==> src/rtl/apb_gpio_slave_if.sv <==
// APB3 bus bundle shared by the GPIO slave front-end and its master.
interface apb_gpio_slave_if;
    logic        PSEL;
    logic        PENABLE;
    logic        PWRITE;
    logic [31:0] PADDR;
    logic [31:0] PWDATA;
    logic        PREADY;
    logic [31:0] PRDATA;
    logic        PSLVERR;

    modport master (
        output PSEL, PENABLE, PWRITE, PADDR, PWDATA,
        input  PREADY, PRDATA, PSLVERR
    );

    modport slave (
        input  PSEL, PENABLE, PWRITE, PADDR, PWDATA,
        output PREADY, PRDATA, PSLVERR
    );
endinterface

==> src/rtl/apb_gpio_slave.sv <==
// APB3 slave front-end for the GPIO register block.
// A setup phase latches address, data and direction. The access phase then
// runs 1+WAIT_STATES wait cycles followed by one response cycle. Unaligned or
// unmapped accesses answer with PSLVERR and never reach the register block.
// Every output comes straight from a flop.
module apb_gpio_slave #(
    parameter int unsigned WAIT_STATES = 0,
    parameter int unsigned NUM_REGS    = 10
) (
    input  logic            sys_clk,
    input  logic            sys_rst,
    apb_gpio_slave_if.slave apb,
    output logic [31:0]     gpio_addr,
    output logic [31:0]     gpio_dat_i,
    output logic            gpio_we,
    input  logic [31:0]     gpio_dat_o
);

    typedef enum logic [1:0] {
        ST_IDLE = 2'd0,
        ST_WAIT = 2'd1,
        ST_RESP = 2'd2
    } state_t;

    localparam logic [31:0] MAP_LIMIT = 32'(NUM_REGS * 4);
    localparam logic [3:0]  WAIT_LOAD = 4'(WAIT_STATES);

    // An address is rejected when it is not word aligned or lies past the last register.
    function automatic logic addr_err(input logic [31:0] addr);
        return (addr[1:0] != 2'b00) || (addr >= MAP_LIMIT);
    endfunction

    state_t      state_r,   state_s;
    logic [3:0]  cnt_r,     cnt_s;
    logic [31:0] addr_r,    addr_s;
    logic [31:0] wdat_r,    wdat_s;
    logic [31:0] rdata_r,   rdata_s;
    logic [31:0] prdata_r,  prdata_s;
    logic        wr_r,      wr_s;
    logic        err_r,     err_s;
    logic        pready_r,  pready_s;
    logic        pslverr_r, pslverr_s;
    logic        we_r,      we_s;

    // Next-state and next-output logic. Response outputs are computed on the
    // way into RESP, so their flops present them during RESP only.
    always_comb begin
        state_s   = state_r;
        cnt_s     = cnt_r;
        addr_s    = addr_r;
        wdat_s    = wdat_r;
        rdata_s   = rdata_r;
        wr_s      = wr_r;
        err_s     = err_r;
        pready_s  = 1'b0;
        pslverr_s = 1'b0;
        prdata_s  = 32'h0000_0000;
        we_s      = 1'b0;

        case (state_r)
            ST_IDLE: begin
                // PENABLE without a preceding setup is ignored.
                if (apb.PSEL && !apb.PENABLE) begin
                    addr_s  = apb.PADDR;
                    wdat_s  = apb.PWDATA;
                    wr_s    = apb.PWRITE;
                    err_s   = addr_err(apb.PADDR);
                    cnt_s   = WAIT_LOAD;
                    state_s = ST_WAIT;
                end else begin
                    state_s = ST_IDLE;
                end
            end

            ST_WAIT: begin
                rdata_s = err_r ? 32'h0000_0000 : gpio_dat_o;
                if (!apb.PSEL) begin
                    // The master abandoned the transfer, so drop it silently.
                    state_s = ST_IDLE;
                end else if (cnt_r == 4'd0) begin
                    state_s   = ST_RESP;
                    pready_s  = 1'b1;
                    pslverr_s = err_r;
                    prdata_s  = wr_r ? 32'h0000_0000 : rdata_s;
                    we_s      = wr_r & ~err_r;
                end else begin
                    cnt_s = cnt_r - 4'd1;
                end
            end

            ST_RESP: begin
                state_s = ST_IDLE;
            end

            default: begin
                state_s = ST_IDLE;
            end
        endcase
    end

    // State and output registers. Reset clears everything and drops any transfer in flight.
    always_ff @(posedge sys_clk) begin
        if (!sys_rst) begin
            state_r   <= ST_IDLE;
            cnt_r     <= 4'd0;
            addr_r    <= 32'h0000_0000;
            wdat_r    <= 32'h0000_0000;
            rdata_r   <= 32'h0000_0000;
            prdata_r  <= 32'h0000_0000;
            wr_r      <= 1'b0;
            err_r     <= 1'b0;
            pready_r  <= 1'b0;
            pslverr_r <= 1'b0;
            we_r      <= 1'b0;
        end else begin
            state_r   <= state_s;
            cnt_r     <= cnt_s;
            addr_r    <= addr_s;
            wdat_r    <= wdat_s;
            rdata_r   <= rdata_s;
            prdata_r  <= prdata_s;
            wr_r      <= wr_s;
            err_r     <= err_s;
            pready_r  <= pready_s;
            pslverr_r <= pslverr_s;
            we_r      <= we_s;
        end
    end

    assign apb.PREADY  = pready_r;
    assign apb.PSLVERR = pslverr_r;
    assign apb.PRDATA  = prdata_r;
    assign gpio_addr   = addr_r;
    assign gpio_dat_i  = wdat_r;
    assign gpio_we     = we_r;

endmodule

==> src/flat_wrapper.sv <==
// flat-port wrapper written by rule: the top's interface ports become plain ports
module apb_gpio_slave_flat 
#(
    parameter int unsigned WAIT_STATES = 0,
    parameter int unsigned NUM_REGS    = 10
)
  (sys_clk, sys_rst, gpio_addr, gpio_dat_i, gpio_we, gpio_dat_o, apb_PSEL, apb_PENABLE, apb_PWRITE, apb_PADDR, apb_PWDATA, apb_PREADY, apb_PRDATA, apb_PSLVERR);
  apb_gpio_slave_if apb_i ();
  input  logic sys_clk;
  input  logic sys_rst;
  output logic [31:0] gpio_addr;
  output logic [31:0] gpio_dat_i;
  output logic gpio_we;
  input  logic [31:0] gpio_dat_o;
  input wire logic [$bits(apb_i.PSEL)-1:0] apb_PSEL;
  input wire logic [$bits(apb_i.PENABLE)-1:0] apb_PENABLE;
  input wire logic [$bits(apb_i.PWRITE)-1:0] apb_PWRITE;
  input wire logic [$bits(apb_i.PADDR)-1:0] apb_PADDR;
  input wire logic [$bits(apb_i.PWDATA)-1:0] apb_PWDATA;
  output wire logic [$bits(apb_i.PREADY)-1:0] apb_PREADY;
  output wire logic [$bits(apb_i.PRDATA)-1:0] apb_PRDATA;
  output wire logic [$bits(apb_i.PSLVERR)-1:0] apb_PSLVERR;
  assign apb_i.PSEL = apb_PSEL;
  assign apb_i.PENABLE = apb_PENABLE;
  assign apb_i.PWRITE = apb_PWRITE;
  assign apb_i.PADDR = apb_PADDR;
  assign apb_i.PWDATA = apb_PWDATA;
  assign apb_PREADY = apb_i.PREADY;
  assign apb_PRDATA = apb_i.PRDATA;
  assign apb_PSLVERR = apb_i.PSLVERR;
  apb_gpio_slave #(.WAIT_STATES(WAIT_STATES), .NUM_REGS(NUM_REGS)) u_core (.sys_clk(sys_clk), .sys_rst(sys_rst), .apb(apb_i), .gpio_addr(gpio_addr), .gpio_dat_i(gpio_dat_i), .gpio_we(gpio_we), .gpio_dat_o(gpio_dat_o));
endmodule
==> config.mk <==
export PLATFORM = sky130hd
export DESIGN_NAME = apb_gpio_slave_flat
export DESIGN_NICKNAME = d
export VERILOG_FILES = /design/src/rtl/apb_gpio_slave_if.sv /design/src/rtl/apb_gpio_slave.sv /design/src/flat_wrapper.sv
export SDC_FILE = /design/constraint.sdc
export NUM_CORES = 1
export LEC_CHECK = 0
export CORE_MARGIN = 10
export CORE_UTILIZATION = 35
export DETAILED_ROUTE_END_ITERATION = 6
export PLACE_DENSITY_LB_ADDON = 0.15
export SLEW_MARGIN = 20
export SYNTH_ARGS = -nofsm -noshare
export SYNTH_HDL_FRONTEND = slang
export SYNTH_SLANG_ARGS = --single-unit
==> constraint.sdc <==
create_clock -name sys_clk -period 4.4 [get_ports sys_clk]
set_clock_uncertainty 0.2 [all_clocks]
set_input_delay 0.44 -clock sys_clk [delete_from_list [all_inputs] [get_ports sys_clk]]
set_output_delay 0.44 -clock sys_clk [all_outputs]
set_load 0.03 [all_outputs]
==> impl_metrics.json, run 1 <==
{
  "synth_fa_ha_area_frac": 0.00672,
  "place_ws_ns": 1.59,
  "combinational_family_with_the_most_area_after_synthesis": "simple AND/OR/NAND/NOR gates",
  "drtPass1Iterations": 4,
  "htree_levels": 3,
  "muxShareOfSynthArea": 0,
  "stdcell_count": 734,
  "pwr-share-comb": 0.160,
  "timing.setup.critical_path_class": "in2reg",
  "num_rows": 37,
  "largest_net_degree_at_the_start_of_global_routing": 72,
  "crit_fanout": 67,
  "synth_nets": 507,
  "worst_ir_drop_vdd_mv": 0.196,
  "synth.largest_area_cell": "sky130_fd_sc_hd__dfxtp_1",
  "synth.yosys.seq_area_share": 0.575,
  "cts.sink_count": 107,
  "drcViolationCount": 0,
  "via_count_of_the_first_global_routing_pass": 3349,
  "synth_warnings": 0,
  "power.static_leakage_uw": 0.00223,
  "dp_cells": 718,
  "timing.final.crit_share": 0.553,
  "cts.repair.resized": 0,
  "tns_ns": 0,
  "layout.nets": 696,
  "grt_overflow_total": 0,
  "syn-mean-instance-area_um2": 9.22,
  "area_delta_synth_final_pct": 61.2,
  "postSynthRegisterBits": 107,
  "fraction_of_layout_cells_with_a_size_suffix_above_1": 0.0435,
  "detail_route.iter0.violations": 175,
  "setup_violations": 0,
  "cts.root.buffer_cell": "sky130_fd_sc_hd__clkbuf_8",
  "worst_slew_pin_slew_ns": 0.703,
  "synthXorXnorAreaFrac": 0,
  "detailroute.via_count": 3300,
  "clkTransAtPathRegs_ns": 0.10,
  "core_area_um2": 10400,
  "floorplan.io_pins": 200,
  "netlist.area_leader.share": 0.575,
  "instance_count_of_the_mapped_netlist": 404,
  "yosys-top-cells-area": "sky130_fd_sc_hd__dfxtp_1 (58%), sky130_fd_sc_hd__nand2_1 (13%), sky130_fd_sc_hd__a21boi_1 (12%)",
  "place.port_buffers": 199,
  "max_freq_mhz": 411,
  "hpwl_um": 8750,
  "cts-hold-fix-buffers": 0,
  "outcome": "completed",
  "critPathLaunchType": "input port",
  "min_setup_slack_post_route_ns": 1.97,
  "grt_util_all_layers": 0.147,
  "timing_max_transition_violations_final": 0,
  "total_switching_power_uw": 497,
  "number_of_antenna_violations_at_the_first_check_in_global_routing": 0,
  "postRouteAntennaNets": 0,
  "insertion_delay_ns": 0.34,
  "power.switching_fraction": 0.258,
  "detail_route.wirelength_um": 11500,
  "final_critical_period_ns": 2.43,
  "synth-simple-area-share": 0.240,
  "worst_slew_margin_rel": 0.531,
  "critPathCaptureType": "flop",
  "cts_tree": "done",
  "critical_path_required_ns": 4.49,
  "worst_path_arrival_ns": 2.52,
  "seqPwrFrac": 0.529,
  "place.gp.congestion": 0.745,
  "fp.dieH_um": 123,
  "avgRoutedWirePerCell_um": 15.7,
  "die_area_um2": 15200,
  "p_per_area_nw_per_um2": 321,
  "start_util": 0.359,
  "clock_tree.buffer_depth": 2,
  "synth_cell_type_count": 25,
  "antenna_diode_count": 0,
  "internal_power_uw": 1430,
  "hp-class": "reg2reg",
  "synth-compound-area-share": 0.145,
  "timing.final.hold_violations": 0,
  "detail_route.vias_per_cell": 4.50,
  "cap_violations": 0,
  "setup_repair_after_global_routing_missed_its_margin": "no",
  "fillerInstances": 950,
  "post_synth_instance_area_um2": 3720,
  "die_w_um": 123,
  "cts_inserted_buffers": 9,
  "clock_power_share": 0.311,
  "grt_pass1_wl_um": 17800,
  "post-cts-setup-buffer-count": 0
}
cells in the final DEF (no fill, tap or decap), drive strengths merged, types with 2 or more instances in the layout:
cell             n
clkdlybuf4s50  198
nand2          133
dfxtp          107
a21boi          67
and2            33
clkbuf           9
inv              8
nor4             7
buf              5
o21ai            4
or3              3
a21oi            3
nand3            2
nor3b            2
nand4            2
ha               2
clkinv           2
or4b             2
nor3             2
kinds of logic (layout without fill, tap and decap cells):
logic type      count (synthesis)  in the layout
simple gates                  191            191
buf+inv                        30            224
compound gates                 74             74
flops                         107            107
fa+ha+maj                       2              2
power groups by stage:
stage               combinational (uW)  sequential (uW)  clock (uW)
floorplan                         77.7             1100           0
global placement                   309             1040           0
detailed placement                 312             1040           0
CTS                                313             1020         627
global route                       332             1020         663
finish                             309             1020         600
registers in the layout, summed over array words and instances (netlist names):
| name | flops |
|---|---|
| u_core.apb.PSLVERR | 1 |
| u_core.wr_r | 1 |
| u_core.gpio_dat_i | 32 |
| u_core.apb.PREADY | 1 |
| u_core.apb.PRDATA | 32 |
| u_core.err_r | 1 |
| u_core.cnt_r | 4 |
| u_core.gpio_we | 1 |
| u_core.state_r | 2 |
| u_core.gpio_addr | 32 |
layer usage:
| layer | track usage | vias up | wire (um) |
|---|---|---|---|
| li1 | - | 1676 | - |
| met4 | 0.0393 | 0 | 68 |
| met1 | 0.155 | 1507 | 4370 |
| met5 | 0 | - | 0 |
| met3 | 0.0647 | 6 | 1210 |
| met2 | 0.262 | 111 | 5890 |
synthesized netlist by cell type:
| library cell | instances |
|---|---|
| sky130_fd_sc_hd__nor2b_1 | 1 |
| sky130_fd_sc_hd__nand4_1 | 2 |
| sky130_fd_sc_hd__nor3b_1 | 2 |
| sky130_fd_sc_hd__clkbuf_1 | 16 |
| sky130_fd_sc_hd__dfxtp_1 | 107 |
| sky130_fd_sc_hd__nand3_1 | 2 |
| sky130_fd_sc_hd__nor4_1 | 7 |
| sky130_fd_sc_hd__nor4b_4 | 1 |
| sky130_fd_sc_hd__nand2_1 | 133 |
| sky130_fd_sc_hd__or3_1 | 3 |
| sky130_fd_sc_hd__or3b_2 | 1 |
| sky130_fd_sc_hd__nor3_2 | 1 |
| sky130_fd_sc_hd__nor3_1 | 1 |
| sky130_fd_sc_hd__and2_1 | 33 |
| sky130_fd_sc_hd__inv_1 | 5 |
| sky130_fd_sc_hd__buf_2 | 9 |
| sky130_fd_sc_hd__nor2_1 | 1 |
| sky130_fd_sc_hd__a21boi_0 | 8 |
| sky130_fd_sc_hd__o21ai_0 | 4 |
| sky130_fd_sc_hd__a21oi_1 | 2 |
| sky130_fd_sc_hd__and3b_1 | 1 |
| sky130_fd_sc_hd__or4b_1 | 2 |
| sky130_fd_sc_hd__a21boi_1 | 59 |
| sky130_fd_sc_hd__a21oi_2 | 1 |
| sky130_fd_sc_hd__ha_1 | 2 |
per-stage QoR:
stage          hold WS (ns)  area [um2]  power [uW]  utilization
2_1_floorplan         0.240        3720        1180            -
3_3_place_gp          0.239        5810        1350        0.560
3_5_place_dp          0.245        5810        1350        0.560
4_1_cts               0.259        6000        1960        0.579
5_1_grt               0.274        6000        2020        0.579
6_report              0.254        6000        1930        0.579
worst max-delay path, cell delays in order:
cell and delay [ns]:
sky130_fd_sc_hd__clkdlybuf4s50_1 0.50, sky130_fd_sc_hd__nor4b_4 0.19, sky130_fd_sc_hd__buf_4 0.60, sky130_fd_sc_hd__a21oi_2 0.15, sky130_fd_sc_hd__or4b_1 0.50, sky130_fd_sc_hd__a21boi_1 0.14
final timing paths:
path / startpoint / to / slack [ns] / depth (start not counted)
hold / removal: u_core.gpio_addr[0] / u_core.gpio_addr[0] / 0.25 / 2
setup / recovery: apb_PSEL / u_core.cnt_r[1] / 1.97 / 6
hold reg to reg: u_core.gpio_addr[0] / u_core.gpio_addr[0] / 0.25 / 2
setup reg to reg: u_core.state_r[1] / u_core.cnt_r[1] / 2.13 / 5
cell type report:
cell class / instances / area, um2 / area share
flip-flops and latches: 107 / 2140 / 0.357
repair buffers: 203 / 2020 / 0.336
multi-input cells: 267 / 1460 / 0.243
well taps: 136 / 170 / 0.0283
clock buffers: 9 / 124 / 0.0206
clock inverters: 7 / 73.8 / 0.0123
inverters: 5 / 18.8 / 0.00313
Power figures use the tool's default switching activity.
==> run 2: changes to the inputs <==
==> constraint.sdc (replaced) <==
create_clock -name sys_clk -period 2.4 [get_ports sys_clk]
set_clock_uncertainty 0.2 [all_clocks]
set_input_delay 0.24 -clock sys_clk [delete_from_list [all_inputs] [get_ports sys_clk]]
set_output_delay 0.24 -clock sys_clk [all_outputs]
set_load 0.03 [all_outputs]
==> run 2 against run 1 <==
Net effect: via count down 0.45%; non-clock buffer count is 2 higher; critical path depth decreased by 2; cell count rose by 0.27%; combinational power up 86%; utilization up 0.39 points; global-route usage decreased by 0.090 points; highest routed layer unchanged.
==> impl_metrics.json, run 2 (same netlist as run 1, synthesis figures left out) <==
{
  "clock_power_share": 0.311,
  "htree_levels": 3,
  "core_area_um2": 10400,
  "max_freq_mhz": 523,
  "place.port_buffers": 199,
  "post-cts-setup-buffer-count": 0,
  "seqPwrFrac": 0.527,
  "timing.setup.critical_path_class": "reg2reg",
  "mostFrequentLayoutCells": "sky130_fd_sc_hd__clkdlybuf4s50_1 (198), sky130_fd_sc_hd__nand2_1 (133), sky130_fd_sc_hd__dfxtp_1 (107)",
  "hpwl_um": 8950,
  "floorplan.io_pins": 200,
  "insertion_delay_ns": 0.35,
  "largest_net_degree_at_the_start_of_global_routing": 71,
  "grt_overflow_total": 0,
  "num_rows": 37,
  "worst_slew_pin_slew_ns": 0.586,
  "cap_violations": 0,
  "via_count_of_the_first_global_routing_pass": 3298,
  "internal_power_uw": 2630,
  "drtPass1Iterations": 6,
  "final_critical_period_ns": 1.91,
  "power.switching_fraction": 0.257,
  "layout.nets": 698,
  "total_switching_power_uw": 910,
  "power.static_leakage_uw": 0.00225,
  "worst_slew_margin_rel": 0.609,
  "critical_path.reg2reg.endpoint": "u_core.gpio_addr[22]",
  "number_of_antenna_violations_at_the_first_check_in_global_routing": 0,
  "detailroute.via_count": 3285,
  "timing.hold.worst_endpoint": "u_core.state_r[1]",
  "critPathCaptureType": "flop",
  "timing.final.crit_share": 0.797,
  "r2r_start": "u_core.state_r[1]",
  "drcViolationCount": 0,
  "reg2reg_setup_slack_ns": 0.49,
  "postRouteAntennaNets": 0,
  "worst_path_arrival_ns": 1.97,
  "detail_route.vias_per_cell": 4.46,
  "clkTransAtPathRegs_ns": 0.11,
  "outcome": "completed",
  "die_w_um": 123,
  "crit_fanout": 15,
  "cts.root.buffer_cell": "sky130_fd_sc_hd__clkbuf_8",
  "die_area_um2": 15200,
  "worst_ir_drop_vdd_mv": 0.336,
  "hp-class": "in2reg",
  "worst_hold_path.num_cells": 3,
  "place.gp.congestion": 0.781,
  "avgRoutedWirePerCell_um": 15.7,
  "pwr-share-comb": 0.162,
  "grt_pass1_wl_um": 17500,
  "detail_route.iter0.violations": 168,
  "antenna_diode_count": 0,
  "cts-hold-fix-buffers": 0,
  "detail_route.wirelength_um": 11600,
  "timing_max_transition_violations_final": 0,
  "cts.repair.resized": 0,
  "clock_tree.buffer_depth": 2,
  "fraction_of_layout_cells_with_a_size_suffix_above_1": 0.0450,
  "cts_inserted_buffers": 9,
  "setup_repair_after_global_routing_missed_its_margin": "no",
  "timing.final.hold_violations": 0,
  "cts.sink_count": 107,
  "tns_ns": 0,
  "grt_util_all_layers": 0.146,
  "start_util": 0.359,
  "final_core_utilization": 0.583,
  "area_delta_synth_final_pct": 62.3,
  "timing.reg2reg.worst_path_depth": 4,
  "critical_path_required_ns": 2.46,
  "layout_commonest_cell": "sky130_fd_sc_hd__clkdlybuf4s50_1",
  "critPathLaunchType": "flop",
  "cts_tree": "done",
  "min_from": "sys_rst",
  "setup_violations": 0,
  "p_per_area_nw_per_um2": 587,
  "fp.dieH_um": 123
}
[run 2: cell types whose count changed in the layout (fill, tap and decap cells not counted), sizes merged]
cell,before,now
buf,5,7
clkbuf,9,10
clkinvlp,1,0
[run 2: critical path, cell delays in order, from the launching register on]
cell,delay (ns)
sky130_fd_sc_hd__dfxtp_1,0.36
sky130_fd_sc_hd__or4b_2,0.84
sky130_fd_sc_hd__buf_4,0.26
sky130_fd_sc_hd__nand2_1,0.09
sky130_fd_sc_hd__a21boi_1,0.07
[run 2: cell type report]
class,count,area (um2)
multi-input cells,267,1460
well taps,136,170
flip-flops and latches,107,2140
fillers,939,4330
repair buffers,205,2060
clock buffers,10,128
inverters,5,18.8
clock inverters,6,70.1
[run 2: how the worst max path moves through the flow]
stage	startpoint	endpoint	slack, ns	cells past startpoint
finish	u_core.state_r[1]	u_core.gpio_addr[22]	0.49	4
global route	u_core.cnt_r[1]	u_core.cnt_r[3]	0.37	6
CTS	u_core.state_r[1]	u_core.err_r	0.46	3
detailed placement	apb_PENABLE	u_core.gpio_addr[22]	0.16	5
global placement	apb_PSEL	u_core.err_r	0.17	4
floorplan	u_core.cnt_r[0]	u_core.cnt_r[3]	0.68	6
[run 2: metal layers]
layer  vias up  part of all wire  global-route usage
li1       1687                 -                   -
met2       115              0.51               0.258
met1      1469              0.36               0.147
met4         0             0.018              0.0575
met5         -                 0                   0
met3        14              0.11              0.0684
[run 2: power by group through the flow]
stage	Sequential, uW	Combinational, uW	Clock [uW]
2_1_floorplan	2020	142	0
3_3_place_gp	1910	577	0
3_5_place_dp	1910	580	0
4_1_cts	1870	583	1160
5_1_grt	1880	617	1220
6_report	1870	574	1100
[run 2: through the flow]
step	setup WS, ns	hold slack [ns]	instances	power (uW)	area (um2)
final	0.487	0.0391	736	3550	6040
after CTS	0.465	0.0270	736	3610	6040
after detailed placement	0.158	0.244	720	2490	5850
after floorplan	0.685	0.162	404	2160	3720
after global routing	0.366	0.0910	736	3710	6040
after global placement	0.167	0.239	720	2480	5850
